**src/rtl/clean_beats_nios2_oci_dct_packer_pkg.sv**
```systemverilog
// Shared widths, atom codes and output-register state type for the OCI data-trace packer.
// The build macro CLEAN_BEATS_DCT_DROP_CNT_EN is consumed by the top module only.
package clean_beats_oci_pkg;
    localparam int ATOM_W = 2;
    localparam int SLOTS  = 15;
    localparam int BUF_W  = ATOM_W * SLOTS;
    localparam int CNT_W  = $clog2(SLOTS + 1);
    localparam int SH_W   = $clog2(BUF_W);

    typedef logic [ATOM_W-1:0] atom_t;

    localparam atom_t ATOM_PAD   = 2'b00;
    localparam atom_t ATOM_LOAD  = 2'b01;
    localparam atom_t ATOM_STORE = 2'b10;
    localparam atom_t ATOM_SYNC  = 2'b11;

    typedef enum logic {
        OUT_EMPTY = 1'b0,
        OUT_FULL  = 1'b1
    } out_state_e;
endpackage

```
**src/rtl/clean_beats_nios2_oci_dct_packer_if.sv**
```systemverilog
// Frame output handshake between the packer and the trace FIFO.
interface clean_beats_nios2_oci_dct_packer_if;
    import clean_beats_oci_pkg::*;

    logic             out_valid;
    logic             out_ready;
    logic [BUF_W-1:0] out_data;
    logic [CNT_W-1:0] out_count;

    modport master (output out_valid, output out_data, output out_count, input out_ready);
    modport slave  (input out_valid, input out_data, input out_count, output out_ready);
endinterface

```
**src/rtl/clean_beats_nios2_oci_dct_packer_frame_reg.sv**
```systemverilog
// Single-entry output register: loads closed frames, holds them until accepted,
// and reports a close that arrives while a frame is stalled.
module clean_beats_oci_frame_reg
    import clean_beats_oci_pkg::*;
(
    input  logic             clk,
    input  logic             reset_n,
    input  logic             close,
    input  logic [BUF_W-1:0] close_data,
    input  logic [CNT_W-1:0] close_count,
    output logic             blocked,
    clean_beats_nios2_oci_dct_packer_if.master frm
);
    out_state_e state;
    out_state_e state_next;
    logic       load;

    always_ff @(posedge clk or negedge reset_n) begin
        if (!reset_n) state <= OUT_EMPTY;
        else          state <= state_next;
    end

    always_comb begin
        state_next = state;
        load       = 1'b0;
        blocked    = 1'b0;
        case (state)
            OUT_EMPTY: begin
                if (close) begin
                    load       = 1'b1;
                    state_next = OUT_FULL;
                end
            end
            OUT_FULL: begin
                // A handshake frees the slot in the same cycle, so a close can reload it.
                if (frm.out_ready) begin
                    if (close) load = 1'b1;
                    else       state_next = OUT_EMPTY;
                end else if (close) begin
                    blocked = 1'b1;
                end
            end
            default: state_next = OUT_EMPTY;
        endcase
    end

    always_ff @(posedge clk or negedge reset_n) begin
        if (!reset_n) begin
            frm.out_data  <= '0;
            frm.out_count <= '0;
        end else if (load) begin
            frm.out_data  <= close_data;
            frm.out_count <= close_count;
        end
    end

    assign frm.out_valid = (state == OUT_FULL);
endmodule

```
**src/rtl/clean_beats_nios2_oci_dct_packer.sv**
```systemverilog
// Packs 2-bit trace atoms into 30-bit frames and exposes the live packing state.
// Define CLEAN_BEATS_DCT_DROP_CNT_EN to build the saturating dropped-atom counter.
module clean_beats_nios2_oci_dct_packer
    import clean_beats_oci_pkg::*;
(
    input  logic             clk,
    input  logic             reset_n,
    input  logic             atom_valid,
    input  atom_t            atom,
    input  logic             flush,
    input  logic             overflow_clr,
    output logic [BUF_W-1:0] dct_buffer,
    output logic [CNT_W-1:0] dct_count,
    output logic             overflow,
    output logic [15:0]      drop_count,
    clean_beats_nios2_oci_dct_packer_if.master frm
);
    logic [BUF_W-1:0] buf_acc;
    logic [CNT_W-1:0] cnt_acc;
    logic [SH_W-1:0]  shamt;
    logic [BUF_W-1:0] close_data;
    logic             close;
    logic             blocked;

    // Post-acceptance view: the atom of this cycle is part of any frame closed now.
    always_comb begin
        buf_acc    = atom_valid ? {dct_buffer[BUF_W-ATOM_W-1:0], atom} : dct_buffer;
        cnt_acc    = dct_count + CNT_W'(atom_valid);
        close      = (cnt_acc == CNT_W'(SLOTS)) || (flush && (cnt_acc != '0));
        shamt      = SH_W'(ATOM_W * (SLOTS - int'(cnt_acc)));
        close_data = buf_acc << shamt;
    end

    always_ff @(posedge clk or negedge reset_n) begin
        if (!reset_n) begin
            dct_buffer <= '0;
            dct_count  <= '0;
        end else if (close) begin
            dct_buffer <= '0;
            dct_count  <= '0;
        end else begin
            dct_buffer <= buf_acc;
            dct_count  <= cnt_acc;
        end
    end

    always_ff @(posedge clk or negedge reset_n) begin
        if (!reset_n)          overflow <= 1'b0;
        else if (blocked)      overflow <= 1'b1;
        else if (overflow_clr) overflow <= 1'b0;
    end

`ifdef CLEAN_BEATS_DCT_DROP_CNT_EN
    logic [16:0] drop_sum;

    // A clear in the same cycle as a drop restarts the count from this frame's atoms.
    always_comb drop_sum = {1'b0, (overflow_clr ? 16'h0000 : drop_count)} + 17'(cnt_acc);

    always_ff @(posedge clk or negedge reset_n) begin
        if (!reset_n)          drop_count <= '0;
        else if (blocked)      drop_count <= drop_sum[16] ? 16'hFFFF : drop_sum[15:0];
        else if (overflow_clr) drop_count <= '0;
    end
`else
    assign drop_count = '0;
`endif

    clean_beats_oci_frame_reg u_frame_reg (
        .clk         (clk),
        .reset_n     (reset_n),
        .close       (close),
        .close_data  (close_data),
        .close_count (cnt_acc),
        .blocked     (blocked),
        .frm         (frm)
    );
endmodule

```
**src/flat_wrapper.sv**
```systemverilog
// flat-port wrapper written by rule: the top's interface ports become plain ports
module clean_beats_nios2_oci_dct_packer_flat import clean_beats_oci_pkg::*;
  (clk, reset_n, atom_valid, atom, flush, overflow_clr, dct_buffer, dct_count, overflow, drop_count, frm_out_valid, frm_out_data, frm_out_count, frm_out_ready);
  clean_beats_nios2_oci_dct_packer_if frm_i ();
  input  logic clk;
  input  logic reset_n;
  input  logic atom_valid;
  input  atom_t atom;
  input  logic flush;
  input  logic overflow_clr;
  output logic [BUF_W-1:0] dct_buffer;
  output logic [CNT_W-1:0] dct_count;
  output logic overflow;
  output logic [15:0] drop_count;
  output wire logic [$bits(frm_i.out_valid)-1:0] frm_out_valid;
  output wire logic [$bits(frm_i.out_data)-1:0] frm_out_data;
  output wire logic [$bits(frm_i.out_count)-1:0] frm_out_count;
  input wire logic [$bits(frm_i.out_ready)-1:0] frm_out_ready;
  assign frm_out_valid = frm_i.out_valid;
  assign frm_out_data = frm_i.out_data;
  assign frm_out_count = frm_i.out_count;
  assign frm_i.out_ready = frm_out_ready;
  clean_beats_nios2_oci_dct_packer u_core (.clk(clk), .reset_n(reset_n), .atom_valid(atom_valid), .atom(atom), .flush(flush), .overflow_clr(overflow_clr), .dct_buffer(dct_buffer), .dct_count(dct_count), .overflow(overflow), .drop_count(drop_count), .frm(frm_i));
endmodule
```
**config.mk**
```make
export PLATFORM = sky130hd
export DESIGN_NAME = clean_beats_nios2_oci_dct_packer_flat
export DESIGN_NICKNAME = d
export VERILOG_FILES = /design/src/rtl/clean_beats_nios2_oci_dct_packer_pkg.sv /design/src/rtl/clean_beats_nios2_oci_dct_packer_if.sv /design/src/rtl/clean_beats_nios2_oci_dct_packer_frame_reg.sv /design/src/rtl/clean_beats_nios2_oci_dct_packer.sv /design/src/flat_wrapper.sv
export SDC_FILE = /design/constraint.sdc
export NUM_CORES = 1
export LEC_CHECK = 0
export ABC_AREA = 1
export CORE_UTILIZATION = 55
export CTS_CLUSTER_SIZE = 8
export DETAILED_ROUTE_END_ITERATION = 6
export GPL_ROUTABILITY_DRIVEN = 1
export GPL_TIMING_DRIVEN = 1
export PLACE_DENSITY = 0.91
export RECOVER_POWER = 50
export SLEW_MARGIN = 25
export SYNTH_ARGS = -nofsm -noshare
export SYNTH_HDL_FRONTEND = slang
export SYNTH_HIERARCHICAL = 1
export SYNTH_SLANG_ARGS = --single-unit
```
**constraint.sdc**
```tcl
create_clock -name clk -period 6.12 [get_ports clk]
set_input_delay 1.53 -clock clk [delete_from_list [all_inputs] [get_ports clk]]
set_output_delay 1.53 -clock clk [all_outputs]
set_load 0.1 [all_outputs]
```
# Yosys cells after proc, flatten, opt, wreduce, memory -nomap -nowiden
# Index checks and enable logic that the tools add are counted.
[totals] ramBits=0 elab_cells=27 latch_bits=0 memories=0 mem_bits_ro=0 regBits=70
[op_classes] muxes=12 magnitude_cmp=0 eq_ne=1 div=0 shift=1 reduce_logical=4 bitwise=1 n_mul=0 n_addsub=2
[ops] op="2-to-1 mux 30 bit" count=2
[ops] op="left shift 30 x 5 -> 30 bit" count=1
[ops] op="2-to-1 mux 1 bit" count=7
[ops] op="adder 4 x 1 -> 4 bit" count=1
[ops] op="== test 4 bit (second input constant)" count=1
[ops] op="2-to-1 mux 4 bit" count=1
[ops] op="case mux 1 bit (2 select lines)" count=2
[ops] op="nonzero test 4 bit" count=1
[ops] op="subtractor 4 bit (first input constant)" count=1
[ops] op="nonzero test 2 bit" count=1
[ops] op="logical AND 1 bit" count=1
[ops] op="logical OR 1 bit" count=1
[ops] op="inverter 1 bit" count=1

# Logic depth before layout (Yosys ltp)
[logic_depth] ltp_word=8 ltp_mapped=13 depth_no_buf=11

# By module
# The synthesis kept the hierarchy.
[by_module_without_submodules] mod="clean_beats_nios2_oci_dct_packer" cells_each=492 instances=1 area_each_um2=3046.7
[by_module_without_submodules] mod="clean_beats_oci_frame_reg" cells_each=153 instances=1 area_each_um2=1417.6

# Worst setup path after synthesis
# No wires, ideal clock.
[synth_timing] path_kind="input port to flip-flop" start="input port atom_valid" end="register u_core.u_frame_reg.frm.out_count[0]" arrival_time_ps=3207 path_buffers=3 slack_ps=2791 required_time_ps=5998 stages=13 setup_time_ps=122 path_cell_list="ha_1 ha_1 xor2_2 nand2_2 nor2_2 nand2_1 nand2_4 buf_6 buf_4 nand2_4 buf_6 nand2_1 nand2_1"
[synth_via] elab_chain_cells=7 word_cells_on_any_way=8 cone_classes="add/sub: 1; eq/ne: 1; mux: 3; reduce/logical: 3"
[synth_rtl] element="start: declaration" line_no="flat_wrapper.sv:7" rtl="input logic atom_valid;"
[synth_rtl] element="adder 4 x 1 -> 4 bit *" line_no="clean_beats_nios2_oci_dct_packer.sv:28" rtl="cnt_acc = dct_count + CNT_W'(atom_valid);"
[synth_rtl] element="nonzero test 4 bit" line_no="clean_beats_nios2_oci_dct_packer.sv:29" rtl="close = (cnt_acc == CNT_W'(SLOTS)) || (flush && (cnt_acc != '0));"
[synth_rtl] element="logical AND 1 bit" line_no="clean_beats_nios2_oci_dct_packer.sv:29"
[synth_rtl] element="logical OR 1 bit *" line_no="clean_beats_nios2_oci_dct_packer.sv:29"
[synth_rtl] element="named net u_core.close" line_no="clean_beats_nios2_oci_dct_packer.sv:22" rtl="logic close;"
[synth_rtl] element="2-to-1 mux 1 bit *" line_no="clean_beats_nios2_oci_dct_packer_frame_reg.sv:29, clean_beats_nios2_oci_dct_packer_frame_reg.sv:37"
[synth_rtl] element="2-to-1 mux 1 bit" line_no="clean_beats_nios2_oci_dct_packer_frame_reg.sv:36" rtl="if (frm.out_ready) begin"
[synth_rtl] element="case mux 1 bit (2 select lines) *" line_no="clean_beats_nios2_oci_dct_packer_frame_reg.sv:27" rtl="case (state)"
[synth_rtl] element="end signal: assignment" line_no="clean_beats_nios2_oci_dct_packer_frame_reg.sv:53" rtl="frm.out_count <= close_count;"
[synth_rtl] element="end: declaration" line_no="clean_beats_nios2_oci_dct_packer_if.sv:10" rtl="modport master (output out_valid, output out_data, output out_count, input out_ready);"
# The timed path passes the listed nets; every way through them passes the cells marked *.
# A chain may end at the register's enable or synchronous reset.

# Worst setup path in the final report
[layout_timing] start="input port atom_valid" end="register u_core.u_frame_reg.frm.out_count[2]"
[layout_via] elab_chain_cells=7 word_cells_on_any_way=8 cone_classes="add/sub: 1; eq/ne: 1; mux: 3; reduce/logical: 3"
[layout_rtl] element="adder 4 x 1 -> 4 bit *" line_no="clean_beats_nios2_oci_dct_packer.sv:28"
[layout_rtl] element="nonzero test 4 bit" line_no="clean_beats_nios2_oci_dct_packer.sv:29"
[layout_rtl] element="logical AND 1 bit" line_no="clean_beats_nios2_oci_dct_packer.sv:29"
[layout_rtl] element="logical OR 1 bit" line_no="clean_beats_nios2_oci_dct_packer.sv:29"
[layout_rtl] element="2-to-1 mux 1 bit" line_no="clean_beats_nios2_oci_dct_packer_frame_reg.sv:29, clean_beats_nios2_oci_dct_packer_frame_reg.sv:37"
[layout_rtl] element="2-to-1 mux 1 bit" line_no="clean_beats_nios2_oci_dct_packer_frame_reg.sv:36"
[layout_rtl] element="case mux 1 bit (2 select lines)" line_no="clean_beats_nios2_oci_dct_packer_frame_reg.sv:27"
# Mark *: on every way between the ends. The rest lies on a longest branch, timed or not.

==> results.ini <==
[run_status]
status=finished with violations
violations=capacitance limit, slew limit

[floorplan]
die_w_um=92.1
io_pins=94
die_h_um=92.1
die-area_mm2=0.00848
initial_core_util_pct=57.2
coreArea_mm2=0.00781
rows=32

[cts]
clock_latency_ps=350
clk_pin_slew_ps=80
cts_setup_buffers=0
htree_levels=3
clock-sinks=70
cts_resized=0
cts_root_buf=clkbuf_8
cts_tree=done
cts_buffers=9
postCtsHoldBufs=0
cts.path.max_buffers=2

[route]
drtAntennaViolNets=0
drt_iter0_drc=364
vias=4480
drt_wl_total_um=12100
drt-pass1-iter-count=5
drc=0
drt-vias-per-instance=5.56
wl_per_cell_um=15.0

[synth]
synth.cell_area_mm2=0.00446
yosysUniqueCellTypes=27
synth_warnings=6
synthTopCellsByArea=dfrtp_1, nand2_1, nand3_1
yosysSeqAreaShare_pct=39.2
synth_top_area_share_pct=39.2
synth_area_per_cell_um2=6.92
syn_inst=645
yosys.area.top_type=dfrtp_1
synth_seq_cells=70

[power]
ir_drop_mv=0.317
internal-power_mw=1.15
switchingPower_mw=1.57
power-per-cell-area_mw_per_mm2=514
pwr-share-seq_pct=21.3
p_comb_share_pct=63.2
total_power_mw=2.72
leakage_nw=2.77
clockPowerShare_pct=15.5
sw_frac_of_total_pct=57.6

[placed_design]
portBuffers=77
placed_cell_area_mm2=0.00507
dp_hpwl_um=8650
dp_cells=790
gp_congestion=0.936
dp_slack_ps=824

[sta]
final_hold_viol_count=0
min_period_over_period_pct=81.8
fmax_mhz=200
rsz0062_at_grt=no
max_slew_margin_pct=-145
tightest_slew_ps=3680
finalMaxSlewViolations=71
setup_viol=0
holdWs_ps=476
tns_ps=0
fin_skew_ps=11.8
layout_min_cycle_time_ps=5010
layout_setup_ws_ps=1110

[run]
max-cap-violations=1

[grt]
use_met2_pct=47.8
use_met1_pct=43.1
grt_pass1_vias=4079
top_usage_layer=met2
grt_util_all_layers_pct=30.3
grt_pass1_wl_um=20100
antenna_found_initial=0
grt_util_met3_pct=5.14
grt_start_max_net_pins=71
grt-ovfl-total=0

[critical_path]
worst-path-max-fanout=70
r2r_start=u_core/dct_count[0]
path_class=in2reg
critPathCaptureType=register
ff2ff_setup_slack_ps=2730
crit_top_cell=nand2_1
cp_slowest_stage_delay_ps=530
path_cells=clkdlybuf4s50_1 > buf_4 > ha_1 > ha_1 > xor2_2 > inv_1 > nand3_1 > nand2_1 > nand2_4 > nand2_4 > nand2_1 > nand2_1
required_ps=6350
crit_path_start_kind=input pin
cp.arrival_ps=5240
reg2regPathDepth=10
r2r-end=u_core/u_frame_reg/frm.out_count[2]
slowest_stage=xor2_2
path_buf_inv=3
crit_family=simple AND/OR/NAND/NOR gates

[final_layout]
final_cells=806
design_area_mm2=0.00529
final_common_cell=nand2_1
num_antenna_cells=0
syn_to_final_growth_pct=18.5
nets=709
most-common-layout-cells=nand2_1, nand3_1, dfrtp_1, nor2_1, clkdlybuf4s50_1
drive_above_1_share_pct=4.69
utilization_pct=67.8

[hold_path]
min_from=u_core/u_frame_reg/frm.out_data[19]
hold_path_class=reg2reg
whs_endpoint=u_core/u_frame_reg/frm.out_data[19]
min_path_cells=2

power groups by stage:
stage               Clock, mW  Sequential [mW]  Combinational [mW]
floorplan                   0             1.06               0.914
global placement            0            0.587                1.69
detailed placement          0            0.589                1.70
CTS                     0.431            0.581                1.71
global route            0.448            0.587                1.86
finish                  0.422            0.578                1.72
Yosys cell counts:
master	count
nand2_1	225
nand3_1	162
dfrtp_1	70
nor2_1	63
and2_1	28
buf_4	25
buf_2	15
inv_1	12
buf_6	9
clkbuf_1	5
a21oi_1	4
nand2_4	3
or2_2	3
ha_1	2
inv_2	2
nand4_1	2
nor3_1	2
o21ai_0	2
o21ai_1	2
xor2_2	2
and3_1	1
buf_1	1
clkinv_1	1
conb_1	1
nand2_2	1
nor2_2	1
o21bai_1	1
worst min-delay path: cells and delay by family, from the launching register on:
kind / cells / cell delay, ps
flip-flops: 1 / 350
AND/OR/NAND/NOR: 2 / 100
kinds of logic (layout without fill, tap and decap cells):
kind of cell               Yosys count  in the layout  synth area share, %
DFF                                 70             70                 39.2
xor gates and xnor gates             2              2                0.729
other                                1             16               0.0840
buffers and inverters               70            114                 9.92
AOI/OAI and AO/OA                    9              9                 1.07
adders and majority gates            2              2                0.560
and+or+nand+nor                    491            491                 48.4
state kept, by name, summed over array words and instances, names as in the netlist:
| signal | count |
|---|---|
| u_core/dct_count | 4 |
| u_core/overflow | 1 |
| u_core/dct_buffer | 30 |
| u_core/u_frame_reg/frm.out_valid | 1 |
| u_core/u_frame_reg/frm.out_count | 4 |
| u_core/u_frame_reg/frm.out_data | 30 |
worst max path at each step:
| stage | from | to | slack (ps) | cells after the start |
|---|---|---|---|---|
| 6_report | atom_valid | u_core/u_frame_reg/frm.out_count[2] | 1110 | 12 |
| 5_1_grt | reset_n | u_core/dct_count[1] | 610 | 2 |
| 4_1_cts | atom_valid | u_core/u_frame_reg/frm.out_data[2] | 1150 | 12 |
| 3_5_place_dp | atom_valid | u_core/u_frame_reg/frm.out_data[2] | 820 | 12 |
| 3_3_place_gp | atom_valid | u_core/u_frame_reg/frm.out_data[15] | 940 | 12 |
| 2_1_floorplan | atom_valid | u_core/u_frame_reg/frm.out_count[0] | 2790 | 13 |
area by class of cell:
cell class / count / area, um2
clock buffer: 10 / 128
clock inverter: 6 / 95.1
fill: 706 / 2520
inverter: 15 / 56.3
multi-input combinational: 520 / 2330
sequential: 70 / 1750
tap: 102 / 128
timing repair buffer: 83 / 807
routing by layer:
layer / vias to the layer above / part of all wire [%]
met5: - / 0
met4: 0 / 1.4
met3: 16 / 6.6
met2: 206 / 47
met1: 2099 / 45
li1: 2159 / -
No activity file was read; power rests on OpenSTA's default activity.
==> patch 1 (config.mk and constraints unchanged) <==
`ATOM_W`: 2 -> 4.
--- a/src/rtl/clean_beats_nios2_oci_dct_packer_pkg.sv
+++ b/src/rtl/clean_beats_nios2_oci_dct_packer_pkg.sv
@@ -1,7 +1,7 @@
 // Shared widths, atom codes and output-register state type for the OCI data-trace packer.
 // The build macro CLEAN_BEATS_DCT_DROP_CNT_EN is consumed by the top module only.
 package clean_beats_oci_pkg;
-    localparam int ATOM_W = 2;
+    localparam int ATOM_W = 4;
     localparam int SLOTS  = 15;
     localparam int BUF_W  = ATOM_W * SLOTS;
     localparam int CNT_W  = $clog2(SLOTS + 1);
Interface: changed (resized atom, dct_buffer and frm_out_data); port bits go from 94 to 156. The function was not compared with the original's and may differ.
==> patch 1 against the original RTL <==
  * The flow finishes with violations (design-rule violations, max-capacitance violations, max-slew violations)
  * Sequential cell count is 60 higher
  * Count of clock-buffer cells in the layout is 8 higher
  * Worst setup slack better by 0.44 ns
  * Sequential share of layout area is 0.70 points lower
  * Final area is 90% higher
  * Highest routed layer unchanged
  * Area after synthesis is 83% higher
  * Routed wire length is 120% higher
  * Fmax is 9.7% higher
  * Critical path type unchanged
  * Cell count is 87% higher
  * Clock power grew to 2.5 times the old value
  * Critical endpoint is now u_core/u_frame_reg/frm.out_data[6]$_DFFE_PN0P_
  * Non-clock buffer count is 67 higher
  * Power is 96% higher
  * Hold slack worse by 0.0082 ns
==> patch 1: results (changes against the original RTL) <==
- Largest net degree at the start of global routing: 84 (+18%)
- Final WL: 26500 um (+120%)
- Fill cells: 1254 (+78%)
- M1 wire length: 11000 um (+100%)
- TritonRoute pass-1 iters: 7 (+2)
- Drt drc: 9 (+9)
- Hold Startpoint: u_core/u_frame_reg/frm.out_data[41]$_DFFE_PN0P_
- Placed insts: 1479 (+87%)
- Clock skew: 0.00764 ns (-0.00418 ns)
- Final nets: 1326 (+87%)
- Synth Flop Type: dfrtp_1
- Final hold slack: 0.468 ns (-0.00815 ns)
- M1 GR Usage: 52.2% (+9.1 points)
- Reg2Reg Launch Point: u_core/dct_count[0]$_DFF_PN0_
- Post-CTS sizing: 0 (unchanged)
- Sequential Power: 1.06 mW (+83%)
- Min Clock Period, post-route: 4.56 ns (-0.444 ns)
- Overall Power: 5.33 mW (+96%)
- Outcome: finished, violations left
- Via density: 5.95 (+7.0%)
- Worst VDD drop: 0.555 mV (+75%)
- Rel. slew slack: -73.9% (+71 points)
- Vias in the first global route: 7874 (+93%)
- CP max stage delay: 0.64 ns (+0.11 ns)
- Grt met2 use: 52.8% (+5.0 points)
- Share of layout cells above drive strength 1: 4.30% (-0.39 points)
- CTS Buf Count: 17 (+8)
- Seq/Total Area, Yosys: 39.9% (+0.63 points)
- Slowest-stage cell, CP: xor2_4
- M3 GR Usage: 5.77% (+0.63 points)
- Lkg Pwr: 5.21 nW (+88%)
- R2R setup slack: 2.38 ns (-0.35 ns)
- Placed Area: 9410 um2 (+86%)
- Via count: 8983 (+100%)
- Most common library cells after synthesis: 447 x nand2_1, 319 x nand3_1, 130 x dfrtp_1, 123 x nor2_1, 56 x and2_1
- Root buf cell: clkbuf_16
- Number of DRC markers in iteration 0: 1300 (+260%)
- Dominant cells by area after synthesis: dfrtp_1 40%, nand2_1 21%, nand3_1 20%
- Buffer count from post-CTS setup fixing: 0 (unchanged)
- Post-DP HPWL: 18200 um (+110%)
- Finished Cell Area: 10000 um2 (+90%)
- Critical-path maximum fanout: 53 (-24%)
- Crit path to: u_core/u_frame_reg/frm.out_data[6]$_DFFE_PN0P_
- Placer Congestion: 0.988 (+5.6%)
- Failing checks: design-rule violations, max-capacitance violations, max-slew violations
- WL met3: 2740 um (+240%)
- Syn avg cell area: 6.66 um2 (-3.8%)
- Pre-CTS WS: 0.924 ns (+0.100 ns)
- Fin. max-slew vios: 49 (-31%)
- Met2 routed WL: 11900 um (+110%)
- Clock transition at path regs: 0.06 ns (-0.02 ns)
- GR Util All Layers: 35.7% (+5.4 points)
- Part of the power in the clock network: 20.0% (+4.5 points)
- First-pass GRT wire length: 41100 um (+100%)
- Max Cap Violations: 1 (unchanged)
- # H-tree levels: 4 (+1)
- P_int: 2.34 mW (+100%)
- Arrival time at the worst endpoint: 4.92 ns (-0.32 ns)
- Clock Latency Late Sink: 0.43 ns (+0.08 ns)
## patch 1: changes by cell type after synthesis, moves of 18 or more
cell and delta:
nand3_1 +157, and2_1 +28, dfrtp_1 +60, nand2_1 +222, buf_2 +18, clkbuf_1 +22, nor2_1 +60
## patch 1: logic make-up (layout without fill, tap and decap cells)
group,after synthesis,after routing,share of synthesized area (%)
AO/OA/AOI/OAI,19,19,1.20
XOR/XNOR,2,2,0.307
adder cells (fa/ha/maj),2,2,0.307
buffers and inverters,117,203,7.45
flip-flops,130,130,39.9
other,1,16,0.0460
AND/OR/NAND/NOR,955,955,50.8
## patch 1: worst max-delay path: cells and delay by family
family	cells	cell delay (ns)
simple gates	5	1.08
fa+ha+maj	2	0.50
xor+xnor	1	0.64
buf+inv	3	1.12
## patch 1: area by class of cell
cell class | count | share of cell area [%]
multi-input cells | 994 | 43.7
well taps | 184 | 2.29
clock buffers | 18 | 4.37
inverters | 21 | 0.798
clock inverters | 14 | 1.81
repair buffers | 150 | 14.6
flip-flops and latches | 130 | 32.4
==> patch 2 (same settings) <==
Made on the original files. Put one more register stage on the output `dct_count`, without a reset. The value now appears one clock later. The other outputs are not delayed to match.
--- a/src/rtl/clean_beats_nios2_oci_dct_packer.sv
+++ b/src/rtl/clean_beats_nios2_oci_dct_packer.sv
@@ -15,6 +15,8 @@
     output logic [15:0]      drop_count,
     clean_beats_nios2_oci_dct_packer_if.master frm
 );
+
+    logic [CNT_W-1:0] dct_count_s0;
     logic [BUF_W-1:0] buf_acc;
     logic [CNT_W-1:0] cnt_acc;
     logic [SH_W-1:0]  shamt;
@@ -25,7 +27,7 @@
     // Post-acceptance view: the atom of this cycle is part of any frame closed now.
     always_comb begin
         buf_acc    = atom_valid ? {dct_buffer[BUF_W-ATOM_W-1:0], atom} : dct_buffer;
-        cnt_acc    = dct_count + CNT_W'(atom_valid);
+        cnt_acc    = dct_count_s0 + CNT_W'(atom_valid);
         close      = (cnt_acc == CNT_W'(SLOTS)) || (flush && (cnt_acc != '0));
         shamt      = SH_W'(ATOM_W * (SLOTS - int'(cnt_acc)));
         close_data = buf_acc << shamt;
@@ -34,13 +36,13 @@
     always_ff @(posedge clk or negedge reset_n) begin
         if (!reset_n) begin
             dct_buffer <= '0;
-            dct_count  <= '0;
+            dct_count_s0 <= '0;
         end else if (close) begin
             dct_buffer <= '0;
-            dct_count  <= '0;
+            dct_count_s0 <= '0;
         end else begin
             dct_buffer <= buf_acc;
-            dct_count  <= cnt_acc;
+            dct_count_s0 <= cnt_acc;
         end
     end
 
@@ -74,5 +76,9 @@
         .blocked     (blocked),
         .frm         (frm)
     );
+    always_ff @(posedge clk) begin
+        dct_count <= dct_count_s0;
+    end
+
 endmodule
 
Check against the original RTL: not equivalent (a bounded check fails within 4 cycles, from zero or initial values and one cycle with reset_n low).
==> patch 2 against the original RTL <==
  * The flow still finishes with violations (max-capacitance violations, max-slew violations)
  * Die area up 1.8%
  * Power shrank 2.6%
  * Largest cell class unchanged
  * Combinational power is 2% lower
  * Critical path depth unchanged
  * Count of clock-buffer cells in the layout unchanged
  * Routed wire length down 2.4%
  * Critical path type unchanged
  * Sequential cell count grew 4
  * Non-clock buffer count unchanged
  * Worst setup slack improved by 0.12 ns
  * Fmax increased by 2.4%
  * Synthesized cell count is 0.62% higher
  * Final area increased by 0.69%
  * Area after synthesis grew 1.8%
==> patch 2: results (changes against the original RTL) <==
- Least-Margin Pin Slew: 3.65 ns (-0.0255 ns)
- Hold Path Sink: u_core/dct_count[1]$_DFF_P_
- Outcome: finished, violations left
- Largest net degree at the start of global routing: 71 (unchanged)
- CP max stage delay: 0.52 ns
- Hold Path Cell Cnt: 0 (-2)
- Hold Startpoint: u_core/dct_count_s0[1]$_DFF_PN0_
- # H-tree levels: 3 (unchanged)
- Post-DP HPWL: 8570 um (-0.97%)
- Worst VDD drop: 0.243 mV (-23%)
- Worst R2R End: u_core/u_frame_reg/frm.out_data[27]$_DFFE_PN0P_
- Reg2reg path depth: 10 (unchanged)
- Critical-path maximum fanout: 70 (unchanged)
- Initial antenna violation count: 0 (unchanged)
- CTS Buf Count: 9 (unchanged)
- Reg2Reg Launch Point: u_core/dct_count_s0[0]$_DFF_PN0_
- First-pass GRT wire length: 19800 um (-1.5%)
- Share of layout cells above drive strength 1: 4.80% (+0.11 points)
- Final WL: 11800 um (-2.4%)
- Buffer count from post-CTS setup fixing: 0 (unchanged)
- Max Cap Violations: 1 (unchanged)
- Most common library cells after synthesis: 225 x nand2_1, 162 x nand3_1, 70 x dfrtp_1, 63 x nor2_1, 28 x and2_1
- Fin. max-slew vios: 71 (unchanged)
- Regs by FF count: u_core/dct_buffer: 30 flops, u_core/u_frame_reg/frm.out_data: 30 flops
- Lkg Pwr: 2.77 nW (about the same)
- Dominant cells by area after synthesis: dfrtp_1 39%, nand2_1 19%, nand3_1 18%
- R2R setup slack: 2.83 ns (+0.10 ns)
- Ant diodes: 0 (unchanged)
- Synth cell types: 28 (+3.7%)
- Clock transition at path regs: ~0.07 ns
- Via count: 4448 (-0.71%)
- Number of DRC markers in iteration 0: 412 (+13%)
- Clk buf depth: 2 (unchanged)
- Failing checks: max-capacitance violations, max-slew violations
- Slowest-stage cell, CP: nand2_4
- Yosys warns: 6 (unchanged)
- Clock Latency Late Sink: 0.35 ns (about the same)
- Post-CTS sizing: 0 (unchanged)
- Seq/Total Area, Yosys: 40.3% (+1.1 points)
- Worst hold path class: reg -> reg
- GR Util All Layers: 29.3% (-1.0 points)
- Port Buf Inserts: 77 (unchanged)
- Root buf cell: clkbuf_8
- Synth async-reset ratio: 94.6% (-5.4 points)
- Clock skew: 0.00816 ns (-0.00366 ns)
- Placer Congestion: 0.941 (+0.58%)
- Fill cells: 694 (-1.7%)
- TritonRoute pass-1 iters: 6 (+1)
- Final nets: 713 (+0.56%)
- Vias in the first global route: 4139 (+1.5%)
[patch 2: worst max-delay path: cells and delay by family]
kind	cells	cell delay (ns)
simple gates	6	1.42
buf+inv	3	1.21
fa+ha+maj	2	0.49
xor+xnor	1	0.44
[patch 2: layout make-up]
| cell class | count | share of cell area (%) |
|---|---|---|
| Multi-Input combinational cell | 520 | 43.7 |
| Sequential cell | 74 | 34.4 |
| Timing Repair Buffer | 83 | 15.1 |
| Clock buffer | 10 | 2.58 |
| Tap cell | 102 | 2.40 |
| Inverter | 15 | 1.06 |
| Clock inverter | 6 | 0.775 |
[patch 2: how the worst max path moves through the flow]
stage | startpoint | end | slack [ns] | cells after the start
detailed placement | atom_valid | u_core/u_frame_reg/frm.out_data[27]$_DFFE_PN0P_ | 0.91 | 12
global route | reset_n | u_core/u_frame_reg/frm.out_data[14]$_DFFE_PN0P_ | 0.65 | 2
CTS | atom_valid | u_core/u_frame_reg/frm.out_data[27]$_DFFE_PN0P_ | 1.27 | 12
finish | atom_valid | u_core/u_frame_reg/frm.out_data[27]$_DFFE_PN0P_ | 1.23 | 12
floorplan | atom_valid | u_core/u_frame_reg/frm.out_count[0]$_DFFE_PN0P_ | 2.81 | 13
global placement | atom_valid | u_core/u_frame_reg/frm.out_count[1]$_DFFE_PN0P_ | 1.14 | 12
[patch 2: layer usage]
layer | share of wire (%) | track usage [%] | vias up
met5 | 0 | 0 | -
met4 | 1.1 | 7.44 | 0
met3 | 7.0 | 5.01 | 13
met2 | 48 | 47.0 | 183
met1 | 44 | 41.1 | 2085
li1 | - | - | 2167
[patch 2: metrics by stage]
step           hold slack, ns  cell area, um2  util [%]  cells  worst slack (ns)
6_report                0.439            5330      67.9    810              1.23
3_5_place_dp            0.419            5150      65.7    794             0.914
3_3_place_gp            0.391            5150      65.7    794              1.14
2_1_floorplan           0.351            4600         -    664              2.81
5_1_grt                 0.444            5330      67.9    810             0.646
4_1_cts                 0.432            5330      67.9    810              1.27
[patch 2: cells by family after synthesis]
logic type / share of synthesized area (%)
simple gates: 47.5
buf+inv: 9.75
xor+xnor: 0.716
compound gates: 1.05
fa+ha+maj: 0.551
other cells: 0.0825
flops: 40.3
[patch 2: report_power, final]
group / total (mW) / switching (mW) / internal, mW
clock network: 0.348 / 0.190 / 0.158
logic: 1.68 / 1.29 / 0.390
registers: 0.616 / 0.0530 / 0.563
